File: config.mk
export PLATFORM = sky130hd
export DESIGN_NAME = fetch_top_flat
export DESIGN_NICKNAME = d
export VERILOG_FILES = /design/src/rtl/fetch_top_if.sv /design/src/rtl/fetch_top.sv /design/src/flat_wrapper.sv
export SDC_FILE = /design/constraint.sdc
export NUM_CORES = 1
export LEC_CHECK = 0
export ABC_AREA = 1
export CORE_MARGIN = 1
export CORE_UTILIZATION = 54
export DETAILED_ROUTE_END_ITERATION = 6
export GPL_TIMING_DRIVEN = 0
export PLACE_DENSITY_LB_ADDON = 0.12
export SYNTH_ARGS = -nofsm -noshare
export SYNTH_HDL_FRONTEND = slang
export SYNTH_SLANG_ARGS = --single-unit
File: constraint.sdc
create_clock -name clk -period 2.2 [get_ports clk]
set_input_delay 0.66 -clock clk [delete_from_list [all_inputs] [get_ports clk]]
set_output_delay 0.66 -clock clk [all_outputs]
set_load 0.02 [all_outputs]
File: src/rtl/fetch_top_if.sv
// Instruction-fetch bus between the fetch stage, the instruction memory and
// the decode/execute stages. The master side is the fetch stage.
interface fetch_top_if;
    logic        imem_req;
    logic [31:0] imem_addr;
    logic [31:0] imem_rdata;
    logic        imem_ready;
    logic        intrlock_bubble;
    logic        ex_branch_flush;
    logic [31:0] ex_branch_target;
    logic [31:0] if_inst;
    logic [31:0] if_pc;
    logic        if_branch_taken;
    logic [31:0] if_branch_nt_pc;

    modport master (
        output imem_req, imem_addr, if_inst, if_pc, if_branch_taken, if_branch_nt_pc,
        input  imem_rdata, imem_ready, intrlock_bubble, ex_branch_flush, ex_branch_target
    );

    modport slave (
        input  imem_req, imem_addr, if_inst, if_pc, if_branch_taken, if_branch_nt_pc,
        output imem_rdata, imem_ready, intrlock_bubble, ex_branch_flush, ex_branch_target
    );
endinterface

File: src/rtl/fetch_top.sv
// Fetch stage: PC register, static branch predecode (JAL / backward branch
// taken) and the IF/ID pipeline register, with stall, wait and flush handling.
module fetch_top #(
    parameter logic [31:0] RESET_PC    = 32'h0000_0000,
    parameter logic [31:0] BUBBLE_INST = 32'h0000_0013
) (
    input logic         clk,
    input logic         rst_n,
    fetch_top_if.master bus
);
    typedef enum logic [1:0] {BOOT, RUN, WAIT} state_t;

    localparam logic [6:0] OP_JAL    = 7'b1101111;
    localparam logic [6:0] OP_BRANCH = 7'b1100011;

    state_t      state_q, state_d;
    logic        req_q;
    logic [31:0] pc_q, pc_d;
    logic [31:0] inst_q, inst_d;
    logic [31:0] ifpc_q, ifpc_d;
    logic        taken_q, taken_d;
    logic [31:0] ntpc_q, ntpc_d;

    logic [31:0] j_imm, b_imm, pc_plus4, pred_target;
    logic        pred_taken;

    assign bus.imem_req        = req_q;
    assign bus.imem_addr       = pc_q;
    assign bus.if_inst         = inst_q;
    assign bus.if_pc           = ifpc_q;
    assign bus.if_branch_taken = taken_q;
    assign bus.if_branch_nt_pc = ntpc_q;

    assign pc_plus4 = pc_q + 32'd4;

    always_comb begin
        j_imm = {{12{bus.imem_rdata[31]}}, bus.imem_rdata[19:12], bus.imem_rdata[20],
                 bus.imem_rdata[30:21], 1'b0};
        b_imm = {{20{bus.imem_rdata[31]}}, bus.imem_rdata[7], bus.imem_rdata[30:25],
                 bus.imem_rdata[11:8], 1'b0};
        pred_taken  = 1'b0;
        pred_target = pc_plus4;
        if (bus.imem_rdata[6:0] == OP_JAL) begin
            pred_taken  = 1'b1;
            pred_target = pc_q + j_imm;
        end else if (bus.imem_rdata[6:0] == OP_BRANCH && bus.imem_rdata[31]) begin
            pred_taken  = 1'b1;
            pred_target = pc_q + b_imm;
        end
    end

    // Flush outranks interlock and memory wait; BOOT only advances to RUN.
    always_comb begin
        state_d = state_q;
        pc_d    = pc_q;
        inst_d  = inst_q;
        ifpc_d  = ifpc_q;
        taken_d = taken_q;
        ntpc_d  = ntpc_q;
        if (bus.ex_branch_flush) begin
            state_d = RUN;
            pc_d    = bus.ex_branch_target & ~32'h3;
            inst_d  = BUBBLE_INST;
            taken_d = 1'b0;
            ntpc_d  = ifpc_q + 32'd4;
        end else if (state_q == BOOT) begin
            state_d = RUN;
        end else begin
            state_d = bus.imem_ready ? RUN : WAIT;
            if (bus.intrlock_bubble) begin
                // hold everything; this cycle's response is refetched later
            end else if (!bus.imem_ready) begin
                inst_d  = BUBBLE_INST;
                ifpc_d  = pc_q;
                taken_d = 1'b0;
                ntpc_d  = pc_plus4;
            end else begin
                pc_d    = pred_target;
                inst_d  = bus.imem_rdata;
                ifpc_d  = pc_q;
                taken_d = pred_taken;
                ntpc_d  = pc_plus4;
            end
        end
    end

    always_ff @(posedge clk or negedge rst_n) begin
        if (!rst_n) begin
            state_q <= BOOT;
            req_q   <= 1'b0;
            pc_q    <= RESET_PC;
            inst_q  <= BUBBLE_INST;
            ifpc_q  <= RESET_PC;
            taken_q <= 1'b0;
            ntpc_q  <= RESET_PC + 32'd4;
        end else begin
            state_q <= state_d;
            req_q   <= (state_d != BOOT);
            pc_q    <= pc_d;
            inst_q  <= inst_d;
            ifpc_q  <= ifpc_d;
            taken_q <= taken_d;
            ntpc_q  <= ntpc_d;
        end
    end
endmodule

File: src/flat_wrapper.sv
// flat-port wrapper written by rule: the top's interface ports become plain ports
module fetch_top_flat 
#(
    parameter logic [31:0] RESET_PC    = 32'h0000_0000,
    parameter logic [31:0] BUBBLE_INST = 32'h0000_0013
)
  (clk, rst_n, bus_imem_req, bus_imem_addr, bus_if_inst, bus_if_pc, bus_if_branch_taken, bus_if_branch_nt_pc, bus_imem_rdata, bus_imem_ready, bus_intrlock_bubble, bus_ex_branch_flush, bus_ex_branch_target);
  fetch_top_if bus_i ();
  input logic clk;
  input logic rst_n;
  output wire logic [$bits(bus_i.imem_req)-1:0] bus_imem_req;
  output wire logic [$bits(bus_i.imem_addr)-1:0] bus_imem_addr;
  output wire logic [$bits(bus_i.if_inst)-1:0] bus_if_inst;
  output wire logic [$bits(bus_i.if_pc)-1:0] bus_if_pc;
  output wire logic [$bits(bus_i.if_branch_taken)-1:0] bus_if_branch_taken;
  output wire logic [$bits(bus_i.if_branch_nt_pc)-1:0] bus_if_branch_nt_pc;
  input wire logic [$bits(bus_i.imem_rdata)-1:0] bus_imem_rdata;
  input wire logic [$bits(bus_i.imem_ready)-1:0] bus_imem_ready;
  input wire logic [$bits(bus_i.intrlock_bubble)-1:0] bus_intrlock_bubble;
  input wire logic [$bits(bus_i.ex_branch_flush)-1:0] bus_ex_branch_flush;
  input wire logic [$bits(bus_i.ex_branch_target)-1:0] bus_ex_branch_target;
  assign bus_imem_req = bus_i.imem_req;
  assign bus_imem_addr = bus_i.imem_addr;
  assign bus_if_inst = bus_i.if_inst;
  assign bus_if_pc = bus_i.if_pc;
  assign bus_if_branch_taken = bus_i.if_branch_taken;
  assign bus_if_branch_nt_pc = bus_i.if_branch_nt_pc;
  assign bus_i.imem_rdata = bus_imem_rdata;
  assign bus_i.imem_ready = bus_imem_ready;
  assign bus_i.intrlock_bubble = bus_intrlock_bubble;
  assign bus_i.ex_branch_flush = bus_ex_branch_flush;
  assign bus_i.ex_branch_target = bus_ex_branch_target;
  fetch_top #(.RESET_PC(RESET_PC), .BUBBLE_INST(BUBBLE_INST)) u_core (.clk(clk), .rst_n(rst_n), .bus(bus_i));
endmodule
==> metrics.txt, run 1 <==
Synth Area per Inst=6.29 µm²; share of the synthesized area in the top cell type=28.6%; Rows=51; Synth Area in Compound Gates=11.7%; main combinational cell family by area after synthesis=simple AND/OR/NAND/NOR gates; total grt overflow=115; largest net degree at the start of global routing=97; clock sinks=129; FFs w/ async S/R, synth=100%; simple-gate share of the synthesized area=39.4%; io pins=199; Starting Density=55.7%; failing step=global routing; xor and xnor area share after synthesis=3.36%; most common flop cell mapped by yosys=dfrtp_1; first error=[ERROR GRT-0232] Routing congestion too high. Check the congestion heatmap in the GUI.; Synth area leaders=dfrtp_1 29%, nand2_1 20%, inv_1 8.0%, nand3_1 7.8%, nor2_1 5.5%; distinct cell type count after synthesis=53; number of synthesized flops with an enable pin=0; clock buffer count from CTS=17; die span in x=144 µm; Warnings, synthesis=0; Placed Instances=2,201; DP HPWL=36,600 µm; mapped cell area=11,000 µm²; Placer Congestion=1.02; cts hold-fix bufs=0; port bufs=193; status=aborted with a tool error; worst endpoint type=register data pin; placed cell area=13,300 µm²; Tot GR Track Use=73.0%; post-synthesis adder-cell area fraction=5.51%; cell accounting for the most synthesized area=dfrtp_1; multiplexer share of the synthesized area=0%; Seq/Total Area, Yosys=29.5%; Synth Register Bits=129; worst setup endpoint GRT=u_core.bus.imem_addr[4]$_DFFE_PN0P_/D; H-tree depth=4; CTS root buf=clkbuf_16; Cells after Synth=1,740; Max Root-Sink Buffers=2; Die H=144 µm
Yosys cell counts, drive strengths merged (11+ instances only):
master	number
clkbuf	21
dfrtp	125
o21ai	82
a22oi	14
nand3	174
nand2	583
nor2	170
o211ai	11
ha	45
inv	243
buf	26
nor3	38
a22o	22
a21oi	61
xor2	35
nand4	23
logic make-up after synthesis:
logic type / after synthesis
XOR/XNOR: 42
AND/OR/NAND/NOR: 1012
other: 2
flip-flops: 129
AO/OA/AOI/OAI: 214
buffers and inverters: 294
adder cells (fa/ha/maj): 47
per-layer routing:
| metal | GRT overflow | track usage (%) |
|---|---|---|
| met4 | 51 | 69.5 |
| met1 | 1 | 74.5 |
| met5 | 0 | 22.1 |
| met2 | 62 | 91.2 |
| met3 | 1 | 55.9 |
through the flow:
stage / hold slack, ns / setup WS (ns)
floorplan: 0.364 / 0.0178
global placement: 0.468 / -4.49
detailed placement: 0.476 / -1.89
CTS: 0.115 / -0.00983
repair_timing:
item                       4_1_cts
resized for setup              272
pin swaps                       33
setup buffers                   43
setup endpoints to repair      115
==> run 2: changes to the inputs <==
Settings changed: CORE_UTILIZATION 54 to 40, PLACE_DENSITY_LB_ADDON 0.12 to 0.15.
==> run 2 against run 1 <==
Against the previous run:
- the flow now finishes, with violations (negative setup slack)
- synthesized area did not move
- synthesized cell count did not move
==> metrics.txt, run 2 <==
critical path peak fanout=5; DR DRC count=0; Tot GR Track Use=36.2%; final WL=52,300 µm; Synth Area per Inst=6.29 µm² (unchanged); min Tclk post-route=2.26 ns; mapped cell area=11,000 µm² (unchanged); Synth Register Bits=129 (unchanged); Starting Density=40.7% (was 55.7%); Worst setup EP type=flip-flop; most common cell in the netlist=nand2_1 (unchanged); Final Net Count=2,166; storage element area=3270 µm²; Core ar.=26,900 µm²; slowest CP cell=dfrtp_2; placed cell area=13,400 µm² (was 13,300 µm²); CTS tree=yes; Tot Pwr=12,500 µW; Hold Path Class=input port to asynchronous set/reset pin; total grt overflow=0; Worst Tran Pin Value=0.766 ns; DRT Pass-1 Iters=6; max-cap viol count=0; most common cell after layout, fill and taps aside=nand2_1; cell accounting for the most synthesized area=dfrtp_1 (unchanged); worst IR drop on VDD=0.429 mV; number of synthesized flops with an enable pin=0 (unchanged); Req. time, crit path=2.56 ns; die span in x=167 µm (was 144 µm); Max Slew Vio Count=0; power per standard cell area=750 nW/µm²; distinct cell type count after synthesis=53 (unchanged); Worst-Skew Late Latency=0.45 ns; Hold WS=0.158 ns; Bufs and invs on worst path=1; CTS root buf=clkbuf_16 (unchanged); io pins=199 (unchanged); most frequent cells in the layout=471 x nand2_1, 213 x inv_1, 129 x nand3_1; clk_skew=0.0237 ns; status=finished, violations left (was aborted with a tool error); post-route setup TNS=-0.176 ns; Fillers=2,543; share of the synthesized area in the top cell type=28.6% (unchanged); clock slew at reported path FFs=0.08 ns; max incr delay on CP=0.47 ns; clock sinks=129 (unchanged); area of the multi-input gates=8380 µm²; reg2reg start=u_core.bus.imem_addr[11]; f_max=443 MHz; port bufs=193 (unchanged); Vias per Instance=5.58; Worst R2R End=u_core.bus.imem_addr[16]; Placed Instances=2,277 (was 2,201); H-tree depth=4 (unchanged); clock buffer count from CTS=17 (unchanged); final hold viol count=0; CP top delay family=simple AND/OR/NAND/NOR gates; Rows=60 (was 51); most common flop cell mapped by yosys=dfrtp_1 (unchanged); global-route wire length before repair=75,700 µm; Max Root-Sink Buffers=2 (unchanged); n_diodes=0; FFs w/ async S/R, synth=100% (unchanged); Warnings, synthesis=0 (unchanged); vias=13,400; unrepaired setup endpoints after global routing=yes; Post-synth top cells=578 x nand2_1, 233 x inv_1, 171 x nand3_1, 159 x nor2_1, 125 x dfrtp_1 (unchanged); Finished Layout Cells=2,404; Cells after Synth=1,740 (unchanged); WL/cell=21.8 µm; worst r2r path cells=11; Layout area overhead=51.7%; largest net degree at the start of global routing=74; crit path launch type=flip-flop; die area=28,000 µm²; CP cell instances=buf_12, ha_4, nand2_2, nor2_2, and2_4, a21boi_2, nor3_1, nand3b_1, nand3_1, nand2_1, nand2_1; setup violators final=5; Crit Path Class=flip-flop to flip-flop; post-route setup slack=-0.0595 ns; Final Cycle Share=103%; Crit path arrival time=2.62 ns; Most common cell on crit path=nand2_1; layout cells sized above 1=27.1%; initial DRC count=1,379; Placer Congestion=0.977 (was 1.02); failing checks=negative setup slack; Seq/Total Area, Yosys=29.5% (unchanged); initial antenna violation count=0; Synth area leaders=dfrtp_1 29%, nand2_1 20%, inv_1 8.0%, nand3_1 7.8%, nor2_1 5.5% (unchanged); total leakage power=0.00795 µW; DP HPWL=39,600 µm (was 36,600 µm); slew margin rel.=49.0%; Largest register FFs=32; final non-filler cell area=16,600 µm²; Die H=167 µm (was 144 µm); Worst R2R Setup Slack=-0.06 ns; vias in the first global route=12,600; ANT nets after route=0
[run 2: cell counts after synthesis]
Identical to the previous run, type by type.
[run 2: worst max path at each step]
stage,start,endpoint,cells after the start
after floorplan,bus_imem_rdata[8],u_core.bus.imem_addr[25],15
after global placement,rst_n,u_core.bus.imem_addr[20],1
after detailed placement,bus_imem_rdata[31],u_core.bus.imem_addr[24],13
after CTS,u_core.bus.imem_addr[30],bus_imem_addr[30],1
after global routing,u_core.bus.imem_addr[14],u_core.bus.imem_addr[18],13
final,u_core.bus.imem_addr[11],u_core.bus.imem_addr[16],11
[run 2: worst register-to-register path, stage by stage (launching register included)]
cell      delay [ns]
dfrtp_2         0.47
buf_12          0.15
ha_4            0.30
nand2_2         0.11
nor2_2          0.20
and2_4          0.20
a21boi_2        0.21
nor3_1          0.06
nand3b_1        0.26
nand3_1         0.13
nand2_1         0.05
nand2_1         0.05
[run 2: logic make-up after synthesis]
family                   share of synthesized area, %
AND/OR/NAND/NOR                                  39.4
flip-flops                                       29.5
other                                          0.0686
adder cells (fa/ha/maj)                          5.51
AO/OA/AOI/OAI                                    11.7
buffers and inverters                            10.4
XOR/XNOR                                         3.36
[run 2: metrics by stage]
step / worst slack, ns / util (%)
2_1_floorplan: 0.0178 / -
3_3_place_gp: -4.81 / 49.7
3_5_place_dp: -2.17 / 49.8
4_1_cts: 0.000566 / 56.8
5_1_grt: -0.174 / 61.8
6_report: -0.0595 / 61.8
[run 2: cell type report]
class                      count  share of cell area [%]
sequential                   129                    19.7
multi-input combinational   1319                    50.5
tap                          341                    2.57
buffer                        46                    1.72
clock inverter                15                   0.979
inverter                     247                    5.70
clock buffer                  17                    2.56
timing repair buffer         290                    16.3
[run 2: metal layers]
layer / global-route usage [%] / wire length (µm) / vias to the layer above
met1: 46.1 / 21300 / 6410
met4: 19.7 / 3050 / 0
met2: 60.4 / 24800 / 619
met5: 0 / 0 / -
li1: - / - / 6217
met3: 3.45 / 3150 / 180
[run 2: repair_timing]
item | in CTS | in global routing
resized for setup | 315 | 275
hold endpoints to repair | 0 | 0
setup buffers | 50 | 46
pin swaps | 31 | 74
hold buffers | 0 | 0
setup endpoints to repair | 94 | 88
[run 2: power by group]
part           internal [µW]  total [µW]  switching (µW)
clock                   1520        2930            1410
sequential              2740        3250             513
combinational           2480        6270            3790
Power figures use the tool's default switching activity.
